File: src/rtl/epp_ctrl.sv
// EPP slave linking the host parallel port to the snake game core.
// Validates one-hot direction writes and serves score/game-over reads.
module epp_ctrl #(
    parameter int SYNC_STAGES = 2
) (
    input  logic        clk,
    input  logic        rst,
    input  logic        astb,
    input  logic        dstb,
    input  logic        pwr,
    input  logic [7:0]  db_in,
    output logic [7:0]  db_out,
    output logic        db_oe,
    output logic        pwait,
    output logic [3:0]  epp_data,
    output logic        epp_wr,
    input  logic [15:0] number,
    input  logic        game_over
);

    localparam int SS = (SYNC_STAGES < 2) ? 2 : SYNC_STAGES;

    typedef enum logic [1:0] {
        IDLE,
        READY,
        ACK,
        ACK_RD
    } state_t;

    logic [SS-1:0] sync_a;
    logic [SS-1:0] sync_d;
    logic [SS-1:0] sync_p;
    logic          s_astb;
    logic          s_dstb;
    logic          s_pwr;

    state_t      state;
    state_t      nxt_state;
    logic [7:0]  addr_reg;
    logic [7:0]  nxt_addr;
    logic [7:0]  nxt_db_out;
    logic        nxt_db_oe;
    logic        nxt_pwait;
    logic [3:0]  nxt_data;
    logic        nxt_wr;
    logic        act_addr;
    logic        nxt_act_addr;
    logic        dir_ok;
    logic [7:0]  rd_val;

    assign s_astb = sync_a[SS-1];
    assign s_dstb = sync_d[SS-1];
    assign s_pwr  = sync_p[SS-1];

    // Bring the asynchronous host strobes into the clk domain
    always_ff @(posedge clk or negedge rst) begin
        if (!rst) begin
            sync_a <= '0;
            sync_d <= '0;
            sync_p <= '0;
        end else begin
            sync_a <= {sync_a[SS-2:0], astb};
            sync_d <= {sync_d[SS-2:0], dstb};
            sync_p <= {sync_p[SS-2:0], pwr};
        end
    end

    // Direction byte is accepted only as a clean one-hot low nibble
    always_comb begin
        dir_ok = 1'b0;
        if (db_in[7:4] == 4'd0) begin
            case (db_in[3:0])
                4'd1, 4'd2, 4'd4, 4'd8: dir_ok = 1'b1;
                default:                dir_ok = 1'b0;
            endcase
        end
    end

    // Read-back mux for data reads, selected by the address register
    always_comb begin
        rd_val = 8'h00;
        case (addr_reg)
            8'd0:    rd_val = {4'b0, epp_data};
            8'd1:    rd_val = number[7:0];
            8'd2:    rd_val = number[15:8];
            8'd3:    rd_val = {7'b0, game_over};
            default: rd_val = 8'h00;
        endcase
    end

    // Handshake FSM: next state and next register values
    always_comb begin
        nxt_state    = state;
        nxt_addr     = addr_reg;
        nxt_db_out   = db_out;
        nxt_db_oe    = db_oe;
        nxt_pwait    = pwait;
        nxt_data     = epp_data;
        nxt_wr       = 1'b0;
        nxt_act_addr = act_addr;
        unique case (state)
            IDLE: begin
                if (s_astb && s_dstb) nxt_state = READY;
            end
            READY: begin
                if (!s_astb && !s_dstb) begin
                    nxt_state = READY;
                end else if (!s_astb) begin
                    nxt_act_addr = 1'b1;
                    nxt_pwait    = 1'b1;
                    if (s_pwr) begin
                        nxt_db_out = addr_reg;
                        nxt_db_oe  = 1'b1;
                        nxt_state  = ACK_RD;
                    end else begin
                        nxt_addr  = db_in;
                        nxt_state = ACK;
                    end
                end else if (!s_dstb) begin
                    nxt_act_addr = 1'b0;
                    nxt_pwait    = 1'b1;
                    if (s_pwr) begin
                        nxt_db_out = rd_val;
                        nxt_db_oe  = 1'b1;
                        nxt_state  = ACK_RD;
                    end else begin
                        if (addr_reg == 8'd0 && dir_ok) begin
                            nxt_data = db_in[3:0];
                            nxt_wr   = 1'b1;
                        end
                        nxt_state = ACK;
                    end
                end
            end
            ACK: begin
                if (act_addr ? s_astb : s_dstb) begin
                    nxt_pwait = 1'b0;
                    nxt_state = READY;
                end
            end
            ACK_RD: begin
                if (act_addr ? s_astb : s_dstb) begin
                    nxt_pwait = 1'b0;
                    nxt_db_oe = 1'b0;
                    nxt_state = READY;
                end
            end
            default: nxt_state = IDLE;
        endcase
    end

    // State and output registers
    always_ff @(posedge clk or negedge rst) begin
        if (!rst) begin
            state    <= IDLE;
            addr_reg <= 8'd0;
            db_out   <= 8'd0;
            db_oe    <= 1'b0;
            pwait    <= 1'b0;
            epp_data <= 4'd0;
            epp_wr   <= 1'b0;
            act_addr <= 1'b0;
        end else begin
            state    <= nxt_state;
            addr_reg <= nxt_addr;
            db_out   <= nxt_db_out;
            db_oe    <= nxt_db_oe;
            pwait    <= nxt_pwait;
            epp_data <= nxt_data;
            epp_wr   <= nxt_wr;
            act_addr <= nxt_act_addr;
        end
    end

endmodule
File: config.mk
export PLATFORM = sky130hd
export DESIGN_NAME = epp_ctrl
export DESIGN_NICKNAME = d
export VERILOG_FILES = /design/src/rtl/epp_ctrl.sv
export SDC_FILE = /design/constraint.sdc
export NUM_CORES = 1
export LEC_CHECK = 0
export BUFFER_PORTS_ARGS = -buffer_cell sky130_fd_sc_hd__buf_2
export CAP_MARGIN = 40
export CORE_MARGIN = 2
export CORE_UTILIZATION = 46
export CTS_BUF_LIST = sky130_fd_sc_hd__clkbuf_16
export CTS_CLUSTER_SIZE = 14
export DETAILED_ROUTE_END_ITERATION = 12
export PLACE_DENSITY = 0.78
export SLEW_MARGIN = 15
export SYNTH_ARGS = -nofsm -noshare
export SYNTH_HDL_FRONTEND = slang
export SYNTH_SLANG_ARGS = --single-unit
File: constraint.sdc
create_clock -name clk -period 1.9 [get_ports clk]
set_input_delay 0.285 -clock clk [delete_from_list [all_inputs] [get_ports clk]]
set_output_delay 0.285 -clock clk [all_outputs]
set_load 0.01 [all_outputs]
## After elaboration in Yosys (flattened, before gate mapping)

Cells that the tools add are included.

- Memories: 0
- Latch bits: 0
- Input bits: 30
- Memory bits (read-only): 0
- Bits in writable memories: 0
- Flip-flop bits (word level): 32

- Mux-type cells: 33
- Multiply operators: 0
- Eq/ne operators: 17
- Bitwise logic cells: 4
- Order comparisons: 0
- Add/sub/neg operators: 0
- Reduce and logical (&&, ||, !) cells: 21
- Shift-type cells: 0
- Div/mod/pow operators: 0

Operators with widths:

| cell | number |
|---|---|
| $mux W8 | 4 |
| $pmux W8 S4 | 1 |
| $mux W1 | 20 |
| $eq A8 B2 Y1 const B | 2 |
| $reduce_and A4 Y1 | 3 |
| $mux W2 | 5 |
| $eq A8 B1 Y1 const B | 1 |
| $logic_not A8 Y1 | 1 |
| $ne A2 B2 Y1 const B | 4 |
| $reduce_bool A2 Y1 | 4 |
| $pmux W2 S3 | 1 |
| $reduce_and A3 Y1 | 2 |
| $reduce_and A6 Y1 | 1 |
| $reduce_and A5 Y1 | 1 |
| $eq A2 B2 Y1 const B | 2 |
| $eq A4 B1 Y1 const B | 1 |
| $eq A4 B2 Y1 const B | 1 |
| $eq A4 B3 Y1 const B | 1 |
| $eq A4 B4 Y1 const B | 1 |
| $logic_not A4 Y1 | 1 |
| $ne A4 B4 Y1 const B | 1 |
| $not A1 Y1 | 4 |
| $pmux W1 S2 | 2 |
| $reduce_or A4 Y1 | 1 |
| 7 further kinds | 10 |

## Logic depth before layout (Yosys ltp)

Gate-level depths: netlist of run 1.

- Depth in word-level cells: 11
- Depth in mapped cells: 7
- Mapped depth without buffers: 6

## Worst setup path before layout of run 1

No wires, ideal clock.

- Kind: register to register
- From: reg sync_a[1]
- To: reg epp_data[0]
- Arrival time: 1.917 ns
- Required time: 1.775 ns
- Library setup time: 0.125 ns
- Buffers on the path: 0
- Setup slack: -0.142 ns
- Stages on the path, launching flop included: 7
- Cells stage by stage: dfrtp_1 -> inv_1 -> ha_1 -> nor4b_1 -> nand3_1 -> a2111oi_4 -> mux2_2

- Word-level cells in the longest chain between the ends: 4

RTL lines:

| what | RTL line | text |
|---|---|---|
| start, declared | 30 | `logic [SS-1:0] sync_a;` |
| start signal, assigned | 62 | `sync_a <= {sync_a[SS-2:0], astb};` |
| $logic_not A1 Y1 | -- |  |
| $logic_and A1 B1 Y1 | 106 | `if (!s_astb && !s_dstb) begin` |
| $not A1 Y1 (no source line) | -- |  |
| $reduce_and A6 Y1 (no source line) * | -- |  |
| end signal, assigned | 169 | `epp_data <= nxt_data;` |
| end, declared | 15 | `output logic [3:0] epp_data,` |

Mark *: on every way between the ends. The rest lies on a longest branch, timed or not.
A chain may end at the register's enable or synchronous reset.

## Final worst setup path of run 1

- From: reg sync_a[1]
- To: reg epp_data[3]

The elaborated chain is that of the path after synthesis.

==> results.md, run 1 <==
* Core area at 3100 um2
* Root Driver: clkbuf_16
* Final setup violation count at 0
* Crit path required time at 2.06 ns
* Async SR Flop Fraction at 100%
* Detailed Place HPWL at 2.73 mm
* Ant diodes at 0
* GRT overflow at 0
* Htree depth at 2
* CP arrival at 2.05 ns
* Yosys cell types at 33
* Final Max Slew Viols at 0
* CTS tree: done
* CTS Hold Bufs at 0
* I/O Buffers at 44
* Vias in the first global route at 1,263
* Placed insts at 235
* Area growth, synth to finish at 40.2%
* Flop and latch count out of synthesis at 32
* Endpoints failing hold at 0
* Main synth FF type: dfrtp_1
* Die extent in x at 61.7 um
* First-pass GRT wire length at 5.82 mm
* Worst setup EP type: flop
* Longest Clk Path Bufs at 2
* Via density at 5.62
* Num CTS Buffers at 5
* CTS clk-pin slew, worst paths at 0.05 ns
* Post-synth EDFFs at 0
* Cell Area, Synth at 1530 um2
* Worst-Skew Late Latency at 0.28 ns
* Worst R2R Setup Slack at 0.01 ns
* Syn_nets at 169
* WHS at 0.0608 ns
* Placer Congestion at 0.944
* Final wirelength at 3.93 mm
* Worst hold path class: in -> async
* Final worst path period share at 99.4%
* P_leak at 1.01 nW
* Routed WL per cell at 16.0 um
* Mapped Cells at 137
* Global Route Usage Sum at 21.4%
* Register-to-Register Path Depth at 7
* Worst R2R End: epp_data[3]$_DFFE_PN0P_
* Largest net degree at the start of global routing at 33
* Min cycle time layout at 1.89 ns
* Status: completed
* Non-Filler Instances at 245
* Max_slew headroom at 52.7%
* DRC at 0
* Antenna viol nets, final at 0
* RSZ-0062 raised after global routing: yes
* Crit path max fanout at 5
* Initial Util at 49.3%
* Sequential share of the synthesized area at 52.3%
* Die outline height at 61.7 um
* Setup WS post-layout at 0.0110 ns
* Initial antenna violation count at 0
* Die area at 3800 um2
* # clock sinks at 32
* Drt pass-1 iters at 4
* R2r startpoint: sync_a[1]$_DFF_PN0_
* Post-layout nets at 232
* PwrDens at 1430 nW/um2
* Max-Cap Viols at 0
* FMAX at 0.529 GHz
* Syn_area_per_cell at 11.2 um2
* Iteration-0 DRC Markers at 74
* Crit Path Class: reg -> reg
* Rows at 20
* Tot Pwr at 3.07 mW
* CP startpoint kind: flop
* Worst vdd ir at 0.535 mV
* Fin Clk Skew at 0.00193 ns
* Post-layout util at 69.2%
* Vias at 1,378
* Share of cells above drive strength 1 at 43.8%
* Synth Warn # at 0
* Slew @ Worst Pin at 0.710 ns
* DP Worst Slack at -0.116 ns
* # IOs at 45
cell type report:
class,count,area (um2)
Fill cell,237,957
Timing Repair Buffer,62,355
Inverter,5,18.8
Clock inverter,3,37.5
Tap cell,44,55.1
Sequential cell,32,801
Multi-Input combinational cell,94,753
Clock buffer,5,125
layer usage:
metal / vias to the layer above / wire [um] / global-route usage [%]
li1: 631 / - / -
met1: 670 / 1610 / 28.7
met2: 70 / 1980 / 34.1
met3: 7 / 300 / 5.88
met4: 0 / 40 / 6.38
met5: - / 0 / 0
logic make-up (layout without fill, tap and decap cells):
family	count (synthesis)	count (layout)	share of synthesized area, %
compound gates	38	38	18.3
xor+xnor	1	1	0.572
fa+ha+maj	2	2	1.64
buf+inv	11	75	2.78
flops	32	32	52.3
mux	15	15	10.7
simple gates	38	38	13.7
power by group:
group / switching (mW) / leakage, nW / total, mW / internal [mW]
combinational: 0.533 / 0.547 / 1.08 / 0.546
sequential: 0.192 / 0.386 / 1.11 / 0.916
clock: 0.278 / 0.0789 / 0.886 / 0.608
cells in the mapped netlist (all sizes together) (4+ instances only):
cell type,number,area share [%]
dfrtp,32,52
mux2,11,8.1
nor2,9,2.2
nor2b,9,3.7
a21oi,7,2.3
a31oi,6,2.5
o21ai,6,2.0
clkbuf,5,1.2
inv,5,1.2
nand2,5,1.2
a22o,4,2.3
mux2i,4,2.6
stage by stage:
stage / TNS (ns) / area (um2)
CTS: 0 / 2110
detailed placement: -0.383 / 1940
floorplan: -0.103 / 1570
global placement: -0.165 / 1940
finish: 0 / 2150
global route: -0.245 / 2150
cells in the final DEF (no fill, tap or decap), types with 2 or more instances in the layout:
cell type and n:
inv_2 2, o21ai_0 6, nand3_1 2, a21oi_1 7, nor3_1 3, clkinv_1 2
buf_2 44, dfrtp_1 32, buf_4 18, clkbuf_16 5, nor2b_1 9, inv_1 3
a22o_1 4, nand2_1 5, nor2_1 9, nor4b_4 3, o221ai_1 3, a2bb2oi_1 3
mux2i_1 4, a31oi_1 6, mux2_2 10, o21a_1 3
critical path, stage by stage (launching register included):
cell and delay (ns):
dfrtp_1 0.37, inv_2 0.07, ha_4 0.17, nor4b_4 0.29
nand3_2 0.15, a2111oi_4 0.20, buf_4 0.19, mux2_2 0.34
repair_timing:
| item | CTS | global route |
|---|---|---|
| setup endpoints to repair | 4 | 10 |
| pin swaps | 1 | 1 |
| resized for setup | 0 | 4 |
| setup buffers | 1 | 1 |
worst max-delay path by stage:
stage,startpoint,endpoint,slack (ns),cells after the start
after floorplan,sync_a[1]$_DFF_PN0_,epp_data[0]$_DFFE_PN0P_,-0.03,6
after global placement,db_in[0],epp_data[0]$_DFFE_PN0P_,-0.05,5
final,sync_a[1]$_DFF_PN0_,epp_data[3]$_DFFE_PN0P_,0.01,7
after detailed placement,db_in[0],epp_data[3]$_DFFE_PN0P_,-0.12,5
after global routing,sync_a[1]$_DFF_PN0_,epp_data[3]$_DFFE_PN0P_,-0.07,7
after CTS,sync_d[1]$_DFF_PN0_,epp_data[3]$_DFFE_PN0P_,0.03,7
(Power assumes the default switching activity.)
==> run 2: changes to the inputs <==
==> config.mk (replaced) <==
export PLATFORM = sky130hd
export DESIGN_NAME = epp_ctrl
export DESIGN_NICKNAME = d
export VERILOG_FILES = /design/src/rtl/epp_ctrl.sv
export SDC_FILE = /design/constraint.sdc
export NUM_CORES = 1
export LEC_CHECK = 0
export CAP_MARGIN = 40
export CORE_MARGIN = 2
export CORE_UTILIZATION = 66
export CTS_BUF_LIST = sky130_fd_sc_hd__clkbuf_16
export CTS_CLUSTER_SIZE = 14
export DETAILED_ROUTE_END_ITERATION = 12
export DONT_BUFFER_PORTS = 1
export GPL_ROUTABILITY_DRIVEN = 0
export PLACE_DENSITY = 0.85
export SLEW_MARGIN = 15
export SYNTH_ARGS = -nofsm -noshare
export SYNTH_HDL_FRONTEND = slang
export SYNTH_SLANG_ARGS = --single-unit
==> constraint.sdc (replaced) <==
create_clock -name clk -period 2.27 [get_ports clk]
set_input_delay 0.3405 -clock clk [delete_from_list [all_inputs] [get_ports clk]]
set_output_delay 0.3405 -clock clk [all_outputs]
set_load 0.01 [all_outputs]
==> results.md, run 2 (synthesized netlist as in run 1, its figures left out) <==
* Antenna viol nets, final at 0 (unchanged)
* Largest net degree at the start of global routing at 33 (unchanged)
* Area growth, synth to finish at 14.1%
* P_leak at 0.745 nW (-26%)
* # clock sinks at 32 (unchanged)
* Status: completed
* Vias in the first global route at 1,092 (-14%)
* FMAX at 0.462 GHz (-13%)
* Final worst path period share at 95.3% (-4.1 points)
* Num CTS Buffers at 5 (unchanged)
* Routed WL per cell at 19.3 um (+20%)
* CTS tree: done
* GRT overflow at 0 (unchanged)
* CP startpoint kind: flop
* Crit path required time at 2.42 ns (+0.36 ns)
* First-pass GRT wire length at 5.12 mm (-12%)
* Fin Clk Skew at 0.00589 ns (+0.00396 ns)
* Most common cell after layout, fill and taps aside: dfrtp_1
* Cell family with most CP delay: simple AND/OR/NAND/NOR gates
* WP buf/inv at 1 (-1)
* Detailed Place HPWL at 2.39 mm (-12%)
* Tot Pwr at 2.23 mW (-27%)
* Initial antenna violation count at 0 (unchanged)
* Most frequent cells in the layout: dfrtp_1, mux2_2, nor2_1, nor2b_1, a21oi_1
* # IOs at 45 (unchanged)
* CTS clk-pin slew, worst paths at 0.05 ns (about the same)
* FILL cells at 146 (-38%)
* Worst vdd ir at 0.936 mV (+75%)
* DRC at 0 (unchanged)
* Worst setup EP type: flop
* Initial Util at 69.2% (+20 points)
* Iteration-0 DRC Markers at 40 (-46%)
* Max_slew headroom at 62.0% (+9.3 points)
* Final Max Slew Viols at 0 (unchanged)
* PwrDens at 1280 nW/um2 (-11%)
* CP arrival at 2.31 ns (+0.26 ns)
* Root Driver: clkbuf_16
* Endpoints failing hold at 0 (unchanged)
* Slowest cell on the critical path: dfrtp_1
* Global Route Usage Sum at 27.5% (+6.1 points)
* Crit path largest cell delay at 0.42 ns (+0.05 ns)
* Min cycle time layout at 2.16 ns (+0.274 ns)
* Htree depth at 2 (unchanged)
* Die outline height at 52.2 um (-15%)
* Post-layout nets at 176 (-24%)
* Vias at 1,131 (-18%)
* TNS Setup at 0 ns (unchanged)
* Core area at 2210 um2 (-29%)
* Longest Clk Path Bufs at 2 (unchanged)
* Max-Cap Viols at 0 (unchanged)
* RSZ-0062 raised after global routing: no
* Crit path max fanout at 5 (unchanged)
* Share of cells above drive strength 1 at 17.9% (-26 points)
* Slew @ Worst Pin at 0.568 ns (-0.141 ns)
* Die extent in x at 52.2 um (-15%)
* Rows at 17 (-15%)
* Worst-Skew Late Latency at 0.27 ns (about the same)
* Ant diodes at 0 (unchanged)
* Final setup violation count at 0 (unchanged)
* Post-CTS Setup Repair Bufs at 0 (-1)
* Post-layout util at 79.0% (+9.8 points)
* CP cell instances: inv_1 -> ha_1 -> nor4b_2 -> nand3_1 -> a2111oi_4 -> mux2_2
* Die area at 2720 um2 (-29%)
* Via density at 6.54 (+16%)
* Drt pass-1 iters at 4 (unchanged)
* I/O Buffers at 0 (-100%)
* Final wirelength at 3.33 mm (-15%)
* Crit Path Class: reg -> reg
* Worst hold path class: in -> reg
## run 2: repair_timing
item,in CTS,in global routing
endpoints found under the hold margin,32,0
hold buffers,2,0
setup endpoints to repair,0,4
resized for setup,0,1
## run 2: per-layer routing
layer	track usage [%]	share of wire [%]	vias to the layer above
met5	0	0	-
met4	16.2	3.0	0
met3	8.33	8.2	11
met2	43.9	51	63
met1	32.8	38	539
li1	-	-	518
## run 2: worst paths after layout
path | start | endpoint | slack, ns | cells past startpoint
max reg2reg | sync_d[1]$_DFF_PN0_ | epp_data[3]$_DFFE_PN0P_ | 0.11 | 6
min in group asynchronous | rst | addr_reg[0]$_DFFE_PN0P_ | 0.52 | 2
min reg2reg | sync_a[0]$_DFF_PN0_ | sync_a[1]$_DFF_PN0_ | 0.35 | 0
min | pwr | sync_p[0]$_DFF_PN0_ | 0.1 | 0
max in group asynchronous | rst | addr_reg[3]$_DFFE_PN0P_ | 1.58 | 2
max | sync_d[1]$_DFF_PN0_ | epp_data[3]$_DFFE_PN0P_ | 0.11 | 6
## run 2: area by class of cell
class | count | area [um2] | area share [%]
inverter | 5 | 18.8 | 1.07
tap | 28 | 35.0 | 2.01
clock inverter | 3 | 13.8 | 0.788
sequential | 32 | 801 | 45.8
timing repair buffer | 6 | 60.1 | 3.44
multi-input combinational | 94 | 693 | 39.7
clock buffer | 5 | 125 | 7.16
## run 2: where the power goes
group	internal, mW	switching (mW)	leakage [nW]	total [mW]
logic	0.315	0.311	0.288	0.626
clock network	0.396	0.216	0.0710	0.612
registers	0.768	0.227	0.386	0.995
total	1.48	0.754	0.745	2.23
## run 2: per-stage QoR
| step | instance area (um2) | hold slack, ns | setup slack [ns] | instances |
|---|---|---|---|---|
| global route | 1750 | 0.0862 | 0.0377 | 173 |
| floorplan | 1530 | 0.0449 | 0.228 | 137 |
| finish | 1750 | 0.0957 | 0.107 | 173 |
| CTS | 1740 | 0.0916 | 0.00200 | 173 |
| detailed placement | 1570 | 0.0455 | 0.0653 | 163 |
| global placement | 1570 | 0.0455 | 0.196 | 163 |
